`config.mk`:
```
export PLATFORM = sky130hd
export DESIGN_NAME = vram_port_arbiter
export DESIGN_NICKNAME = d
export VERILOG_FILES = /design/src/rtl/vram_pkg.sv /design/src/rtl/vram_addr_calc.sv /design/src/rtl/vram_port_arbiter.sv
export SDC_FILE = /design/constraint.sdc
export NUM_CORES = 1
export LEC_CHECK = 0
export CAP_MARGIN = 20
export CORE_MARGIN = 8
export CORE_UTILIZATION = 44
export CTS_CLUSTER_SIZE = 12
export DETAILED_ROUTE_END_ITERATION = 8
export HOLD_SLACK_MARGIN = 0.1
export PLACE_DENSITY = 0.86
export REMOVE_ABC_BUFFERS = 1
export SYNTH_ARGS = -nofsm -noshare
export SYNTH_HDL_FRONTEND = slang
export SYNTH_HIERARCHICAL = 1
export SYNTH_SLANG_ARGS = --single-unit
```
`constraint.sdc`:
```
create_clock -name clk -period 3.1 [get_ports clk]
set_input_delay 0.62 -clock clk [delete_from_list [all_inputs] [get_ports clk]]
set_output_delay 0.62 -clock clk [all_outputs]
set_load 0.005 [all_outputs]
```
`src/rtl/vram_pkg.sv`:
```
// vram_pkg: shared frame-buffer geometry constants and owner tags
package vram_pkg;
  localparam int H_ACTIVE = 640;
  localparam int V_ACTIVE = 480;
  localparam int ADDR_W = 19;
  localparam int DATA_W = 12;
  localparam int FB_WORDS = 307200;
  typedef enum logic [1:0] {TAG_NONE, TAG_SCAN, TAG_SCAN_BLANK, TAG_CPU} owner_tag_t;
endpackage

```
`src/rtl/vram_addr_calc.sv`:
```
// vram_addr_calc: row/col to frame-buffer word address via shift-add, with visibility flag
module vram_addr_calc
  import vram_pkg::*;
(
  input  logic [8:0]        row,
  input  logic [9:0]        col,
  output logic [ADDR_W-1:0] addr,
  output logic              in_range
);
  always_comb begin
    addr = (ADDR_W'(row) << 9) + (ADDR_W'(row) << 7) + ADDR_W'(col);
    in_range = (row < 9'(V_ACTIVE)) && (col < 10'(H_ACTIVE));
  end
endmodule

```
`src/rtl/vram_port_arbiter.sv`:
```
// vram_port_arbiter: shares the frame-buffer RAM port between VGA scanout and the CPU bus
module vram_port_arbiter
  import vram_pkg::*;
(
  input  logic              clk,
  input  logic              rst,
  input  logic              pix_ce,
  input  logic [8:0]        row_addr,
  input  logic [9:0]        col_addr,
  output logic [DATA_W-1:0] pix_data,
  output logic              pix_valid,
  input  logic              cpu_req,
  input  logic              cpu_we,
  input  logic [ADDR_W-1:0] cpu_addr,
  input  logic [DATA_W-1:0] cpu_wdata,
  output logic [DATA_W-1:0] cpu_rdata,
  output logic              cpu_ack,
  output logic [ADDR_W-1:0] ram_addr,
  output logic              ram_we,
  output logic [DATA_W-1:0] ram_din,
  input  logic [DATA_W-1:0] ram_dout
);
  logic [ADDR_W-1:0] scan_addr;
  logic scan_ok, grant_cpu, cpu_ok, cpu_busy, zero1, zero2;
  owner_tag_t tag, tag1, tag2;
  vram_addr_calc u_calc (
    .row(row_addr),
    .col(col_addr),
    .addr(scan_addr),
    .in_range(scan_ok)
  );
  always_comb begin
    grant_cpu = !pix_ce && cpu_req && !cpu_busy;
    cpu_ok = cpu_addr < ADDR_W'(FB_WORDS);
    tag = pix_ce ? (scan_ok ? TAG_SCAN : TAG_SCAN_BLANK) : (grant_cpu && !cpu_we) ? TAG_CPU : TAG_NONE;
  end
  always_ff @(posedge clk) begin
    if (rst) begin
      ram_addr <= '0;
      ram_we <= 1'b0;
      ram_din <= '0;
      tag1 <= TAG_NONE;
      tag2 <= TAG_NONE;
      zero1 <= 1'b0;
      zero2 <= 1'b0;
      cpu_busy <= 1'b0;
      cpu_ack <= 1'b0;
      cpu_rdata <= '0;
      pix_valid <= 1'b0;
      pix_data <= '0;
    end else begin
      ram_addr <= (pix_ce && scan_ok) ? scan_addr : grant_cpu ? cpu_addr : ram_addr;
      ram_we <= grant_cpu && cpu_we && cpu_ok;
      ram_din <= grant_cpu ? cpu_wdata : ram_din;
      tag1 <= tag;
      tag2 <= tag1;
      zero1 <= !cpu_ok;
      zero2 <= zero1;
      cpu_busy <= grant_cpu || (cpu_busy && !cpu_ack);
      cpu_ack <= (grant_cpu && cpu_we) || (tag2 == TAG_CPU);
      cpu_rdata <= (tag2 == TAG_CPU) ? (zero2 ? '0 : ram_dout) : cpu_rdata;
      pix_valid <= (tag2 == TAG_SCAN) || (tag2 == TAG_SCAN_BLANK);
      pix_data <= (tag2 == TAG_SCAN) ? ram_dout : (tag2 == TAG_SCAN_BLANK) ? '0 : pix_data;
    end
  end
endmodule

```
==> results.cfg, run 1 <==
[floorplan]
die_w_um = 101
coreArea_mm2 = 0.00710
rows = 31
ios = 125
die_area_mm2 = 0.0101
fp.dieH_um = 101
start_util_pct = 44.4

[clock_tree]
cts_hold_buf = 0
cts_tree = yes
clk_pin_slew_worst_paths_ns = 0.07
clock_sinks = 65
clockRootBuffer = clkbuf_8
htree_levels = 3
clk_latency_ns = 0.32
cts-buffers-inserted = 9
clk_path_buf_depth = 2

[pwr]
p_switching_uw = 523
p_int_mw = 1.49
powerDensity_mw_per_mm2 = 437
seqPwrFrac_pct = 44.5
swShare_pct = 26.0
pwr-share-comb_pct = 22.3
irDropWorstVdd_mv = 0.269
power.total_mw = 2.01
p_leak_nw = 1.71
clkPwrFrac_pct = 33.1

[cells_and_area]
fill_cells = 612
mostFrequentLayoutCells = clkdlybuf4s50_1, dfxtp_1, a21oi_1
layout_commonest_cell = clkdlybuf4s50_1
syn_to_final_growth_pct = 46.3
n_antenna_cell = 0
fin_nets = 565
layout-drive-gt1-share_pct = 8.11
fin_util_pct = 64.9

[route]
ant_nets = 0
vias = 2966
viasPerCell = 5.11
dr.pass1.iters = 4
first_iter_violations = 76
wl_per_cell_um = 15.4
drt_wl_total_um = 8910
drc = 0

[global_routing]
grt_pass1_vias = 2984
grt_max_degree = 35
globalRouteOverflowTotal = 0
grt_pass1_wl_um = 14000
grt_usage_pct = 17.1
antenna_found_initial = 0

[synthesis]
synth_compound_area_share_pct = 15.7
synth-main-ff-cell = dfxtp_1
postSynthCellCount = 362
synth_xor_area_share_pct = 1.95
yosys_warnings = 6
yosys.area_share.adder_pct = 8.82
syn-cell-area_mm2 = 0.00315
synth-seq-area-share_pct = 41.3
synth_mux_area_share_pct = 0
synth_cell_type_count = 44
async_flop_share_pct = 0
synth_top_family_by_area = simple AND/OR/NAND/NOR gates
synth_edf_count = 0
yosys.area_share.simple_pct = 24.6
synth-seq-cells = 65
syn_avg_cell_area_um2 = 8.70

[timing]
rsz0062_at_grt = no
fin_tns_setup_ns = 0
max-slew-margin-rel_pct = 53.1
drv_slew = 0
finalSetupViolations = 0
timing.fmax_ghz = 0.334
finalHoldViolations = 0
finalCritPeriodShare_pct = 96.5
fin_crit_ns = 2.99
worstMarginPinSlew_ns = 0.704
whs_ns = 0.438
fin_skew_ns = 0.00428

[worst_setup_path]
critical_path_arrival_ns = 3.20
r2r_start = cpu_busy
path_max_fanout = 2
setup.worst_path.start_class = input pin
ff2ff_setup_slack_ns = 1.56
required_ns = 3.31
r2r_cells = 4
r2r_end = ram_addr[2]
end_kind = register
criticalPathCategory = input pin to register

[run_status]
status = finished clean

[run]
maxCapViolations = 0

[hold_path]
min_path_type = register to register
whs_path_depth = 1
whs_endpoint = zero2
hp-start = zero1

[placed_design]
port_buffers = 124
routabilityCongestion = 0.902
hpwlAfterDp_um = 6780
## cell usage after synthesis (all sizes together) (2+ instances only)
cell type | n | area, um^2
a211oi | 2 | 20.0
nor2b | 7 | 43.8
nand3 | 14 | 75.1
a21o | 2 | 15.0
fa | 2 | 40.0
o21ai | 3 | 15.0
inv | 10 | 37.5
nor4 | 8 | 50.1
nand3b | 22 | 165
a41oi | 2 | 17.5
nand2b | 12 | 75.1
nor3 | 8 | 40.0
o21a | 2 | 16.3
nand2 | 43 | 161
ha | 19 | 238
dfxtp | 65 | 1300
nor2 | 25 | 98.8
a22oi | 11 | 82.6
clkbuf | 9 | 33.8
xnor2 | 6 | 52.6
a21oi | 54 | 274
buf | 22 | 168
a31oi | 2 | 12.5
## critical path: stages
cell and delay, ns:
clkdlybuf4s50_1 0.48, inv_1 0.06, fa_1 0.48, buf_4 0.15, fa_2 0.38, nor2b_2 0.15
o31a_1 0.18, o21ai_1 0.09, o21a_2 0.22, xnor2_1 0.13, a22oi_1 0.15, a21oi_1 0.08
## sequential cells by signal, indices dropped and copies added (netlist names)
signal	count
ram_we	1
tag2	2
ram_din	12
ram_addr	19
pix_valid	1
zero1	1
pix_data	12
zero2	1
cpu_rdata	12
cpu_busy	1
tag1	2
cpu_ack	1
## metrics by stage
stage	worst slack [ns]	instances	area [um^2]
finish	0.108	580	4610
global route	0.000668	580	4610
CTS	0.0683	580	4590
detailed placement	-0.274	565	4420
global placement	-0.184	565	4420
floorplan	0.379	331	2950
## cell type report
class / instances / area (um^2) / share of cell area [%]
inverter: 10 / 37.5 / 0.815
sequential: 65 / 1300 / 28.2
clock buffer: 11 / 131 / 2.85
multi-input combinational: 256 / 1630 / 35.3
timing repair buffer: 135 / 1340 / 29.2
clock inverter: 4 / 45.0 / 0.977
tap: 99 / 124 / 2.69
## cell families (layout without fill, tap and decap cells)
group | after synthesis | count (layout)
DFF | 65 | 65
and+or+nand+nor | 146 | 146
adders and majority gates | 21 | 21
buffers and inverters | 41 | 160
xor gates and xnor gates | 7 | 7
AOI/OAI and AO/OA | 82 | 82
## per-layer routing
| metal | up-vias | global-route usage (%) | wire length, um |
|---|---|---|---|
| met1 | 1376 | 18.0 | 3650 |
| li1 | 1474 | - | - |
| met4 | 0 | 4.88 | 72 |
| met5 | - | 0 | 0 |
| met2 | 108 | 29.4 | 4220 |
| met3 | 8 | 8.36 | 959 |
## how the worst max path moves through the flow
stage	startpoint	endpoint	slack, ns	cells past startpoint
floorplan	row_addr[0]	ram_addr[17]	0.38	11
global placement	row_addr[0]	ram_addr[16]	-0.18	12
detailed placement	row_addr[0]	ram_addr[16]	-0.27	12
CTS	row_addr[0]	ram_addr[16]	0.07	12
global route	row_addr[2]	ram_addr[16]	0.0007	12
finish	row_addr[2]	ram_addr[16]	0.11	12
## power groups by stage
| stage | logic, mW | clock network, mW | registers, mW |
|---|---|---|---|
| 5_1_grt | 0.488 | 0.723 | 0.901 |
| 3_5_place_dp | 0.440 | 0 | 0.915 |
| 3_3_place_gp | 0.433 | 0 | 0.913 |
| 6_report | 0.449 | 0.667 | 0.897 |
| 4_1_cts | 0.443 | 0.687 | 0.897 |
| 2_1_floorplan | 0.193 | 0 | 0.916 |
## repair_timing
action	CTS	global route
gates resized for setup	0	4
setup endpoints to repair	0	4
setup buffers	0	0
(Power assumes the default switching activity.)
==> run 2: changes to the inputs <==
Settings changed: CAP_MARGIN 20 to 10, CORE_UTILIZATION 44 to 39, PLACE_DENSITY 0.86 to 0.81.
Clock period 3.1 ns to 2.75 ns, I/O delays scaled along.
==> run 2 against run 1 <==
Effect of this change:
- via count rose by 2.2%
- sequential share of layout area fell by 0.90 points
- core utilization fell by 3.6 points
- count of clock-buffer cells in the layout fell by 1
- cell area rose by 3.3%
- combinational power rose by 23%
- clock skew rose by 0.0051 ns
- register-to-register slack got worse by 0.28 ns
==> results.cfg, run 2 (synthesized netlist as in run 1, its figures left out) <==
[run_status]
status = finished clean

[timing]
whs_ns = 0.438
drv_slew = 0
finalSetupViolations = 0
max-slew-margin-rel_pct = 52.2
worstMarginPinSlew_ns = 0.716
fin_skew_ns = 0.00941
finalHoldViolations = 0
fin_crit_ns = 2.67
finalCritPeriodShare_pct = 97.0
fin_ws_ns = 0.0834
timing.fmax_ghz = 0.375

[cells_and_area]
largest_reg_flops = 19
layout-drive-gt1-share_pct = 11.8
syn_to_final_growth_pct = 51.1
fin_nets = 577
fill_cells = 649
top_register = ram_addr
layout_commonest_cell = clkdlybuf4s50_1
n_antenna_cell = 0
mostFrequentLayoutCells = clkdlybuf4s50_1, dfxtp_1, a21oi_1
final_cell_area_mm2 = 0.00476

[global_routing]
grt_pass1_wl_um = 15200
globalRouteOverflowTotal = 0
grt_usage_pct = 16.6
grt_pass1_vias = 3166
antenna_found_initial = 0
grt_max_degree = 37

[floorplan]
rows = 32
fp.dieH_um = 106
die_w_um = 106
start_util_pct = 40.5
coreArea_mm2 = 0.00777
die_area_mm2 = 0.0112
ios = 125

[route]
wl_per_cell_um = 15.8
first_iter_violations = 121
dr.pass1.iters = 5
vias = 3031
viasPerCell = 5.09
drc = 0
ant_nets = 0
drt_wl_total_um = 9410

[clock_tree]
cts_tree = yes
clock_sinks = 65
clk_path_buf_depth = 2
clk_pin_slew_worst_paths_ns = 0.07
cts-buffers-inserted = 9
clockRootBuffer = clkbuf_8
htree_levels = 3
clk_latency_ns = 0.34

[run]
maxCapViolations = 0

[worst_setup_path]
setup.worst_path.start_class = input pin
crit_slowest_cell = clkdlybuf4s50_1
critical_path_arrival_ns = 2.86
criticalPathCategory = input pin to register
critPathMaxStageDelay_ns = 0.43
required_ns = 2.95
crit_path_frequent_cell = ha_1
end_kind = register
crit_chain = clkdlybuf4s50_1, ha_1, ha_1, inv_1, fa_2, nor2b_4, o31a_1, o21ai_2, o21a_2, xnor2_1, a22oi_1, a21oi_1
path_max_fanout = 2

[placed_design]
routabilityCongestion = 0.792
hpwlAfterDp_um = 6920
pre_cts_slack_ns = -0.704
port_buffers = 124
dpl_cell_area_mm2 = 0.00445

[pwr]
powerDensity_mw_per_mm2 = 496
irDropWorstVdd_mv = 0.381
p_leak_nw = 1.80

[hold_path]
min_path_type = register to register
==> run 2: final cells by class <==
class                      count  area, um^2  area share [%]
clock buffer                  10         138            2.89
clock inverter                 5        56.3            1.18
inverter                      10        37.5           0.789
multi-input combinational    256        1670            35.1
sequential                    65        1300            27.3
tap                          102         128            2.68
timing repair buffer         147        1430            30.0
==> run 2: final timing paths <==
path                             startpoint           end  slack [ns]  cells past startpoint
worst max-delay path            col_addr[8]  ram_addr[16]        0.08                     12
worst min-delay path                tag1[1]       tag2[1]        0.44                      1
worst max register to register      tag2[0]  cpu_rdata[9]        1.28                      4
worst min register to register      tag1[1]       tag2[1]        0.44                      1
==> run 2: repair_timing <==
item,CTS,global route
resized for setup,7,8
endpoints found under the setup margin,6,6
gates cloned,0,0
hold buffers,0,0
buffers inserted,4,2
pin swaps,5,6
==> run 2: report_power, final <==
part	switching (mW)	leakage (nW)	internal [mW]	total, mW
Sequential	0.0245	0.530	0.986	1.01
Clock	0.364	0.0981	0.437	0.800
Combinational	0.240	1.18	0.311	0.552
Total	0.628	1.80	1.73	2.36
==> run 2: metrics by stage <==
step	utilization [%]	std cells	total power [mW]	setup TNS [ns]
2_1_floorplan	-	331	1.25	0
3_3_place_gp	57.3	574	1.53	-2.39
3_5_place_dp	57.3	574	1.54	-3.36
4_1_cts	60.7	593	2.37	0
5_1_grt	61.3	595	2.49	-0.00428
6_report	61.3	595	2.36	0
==> run 2: worst max-delay path: cells and delay by family <==
family / cells / cell delay (ns)
fa+ha+maj: 3 / 0.84
compound gates: 5 / 0.73
buf+inv: 2 / 0.49
simple gates: 1 / 0.13
xor+xnor: 1 / 0.13
==> run 2: metal layers <==
layer | vias up | track usage [%] | routed length, um | share of wire [%]
li1 | 1498 | - | - | -
met1 | 1395 | 17.1 | 3700 | 39
met2 | 128 | 27.3 | 4430 | 47
met3 | 10 | 10.0 | 1150 | 12
met4 | 0 | 5.43 | 126 | 1.3
met5 | - | 0 | 0 | 0
==> run 3: changes to the inputs <==
Settings changed: CTS_CLUSTER_DIAMETER set to 200.
==> results of run 3 <==
No change in the layout: final DEF, timing and power equal those of run 2.
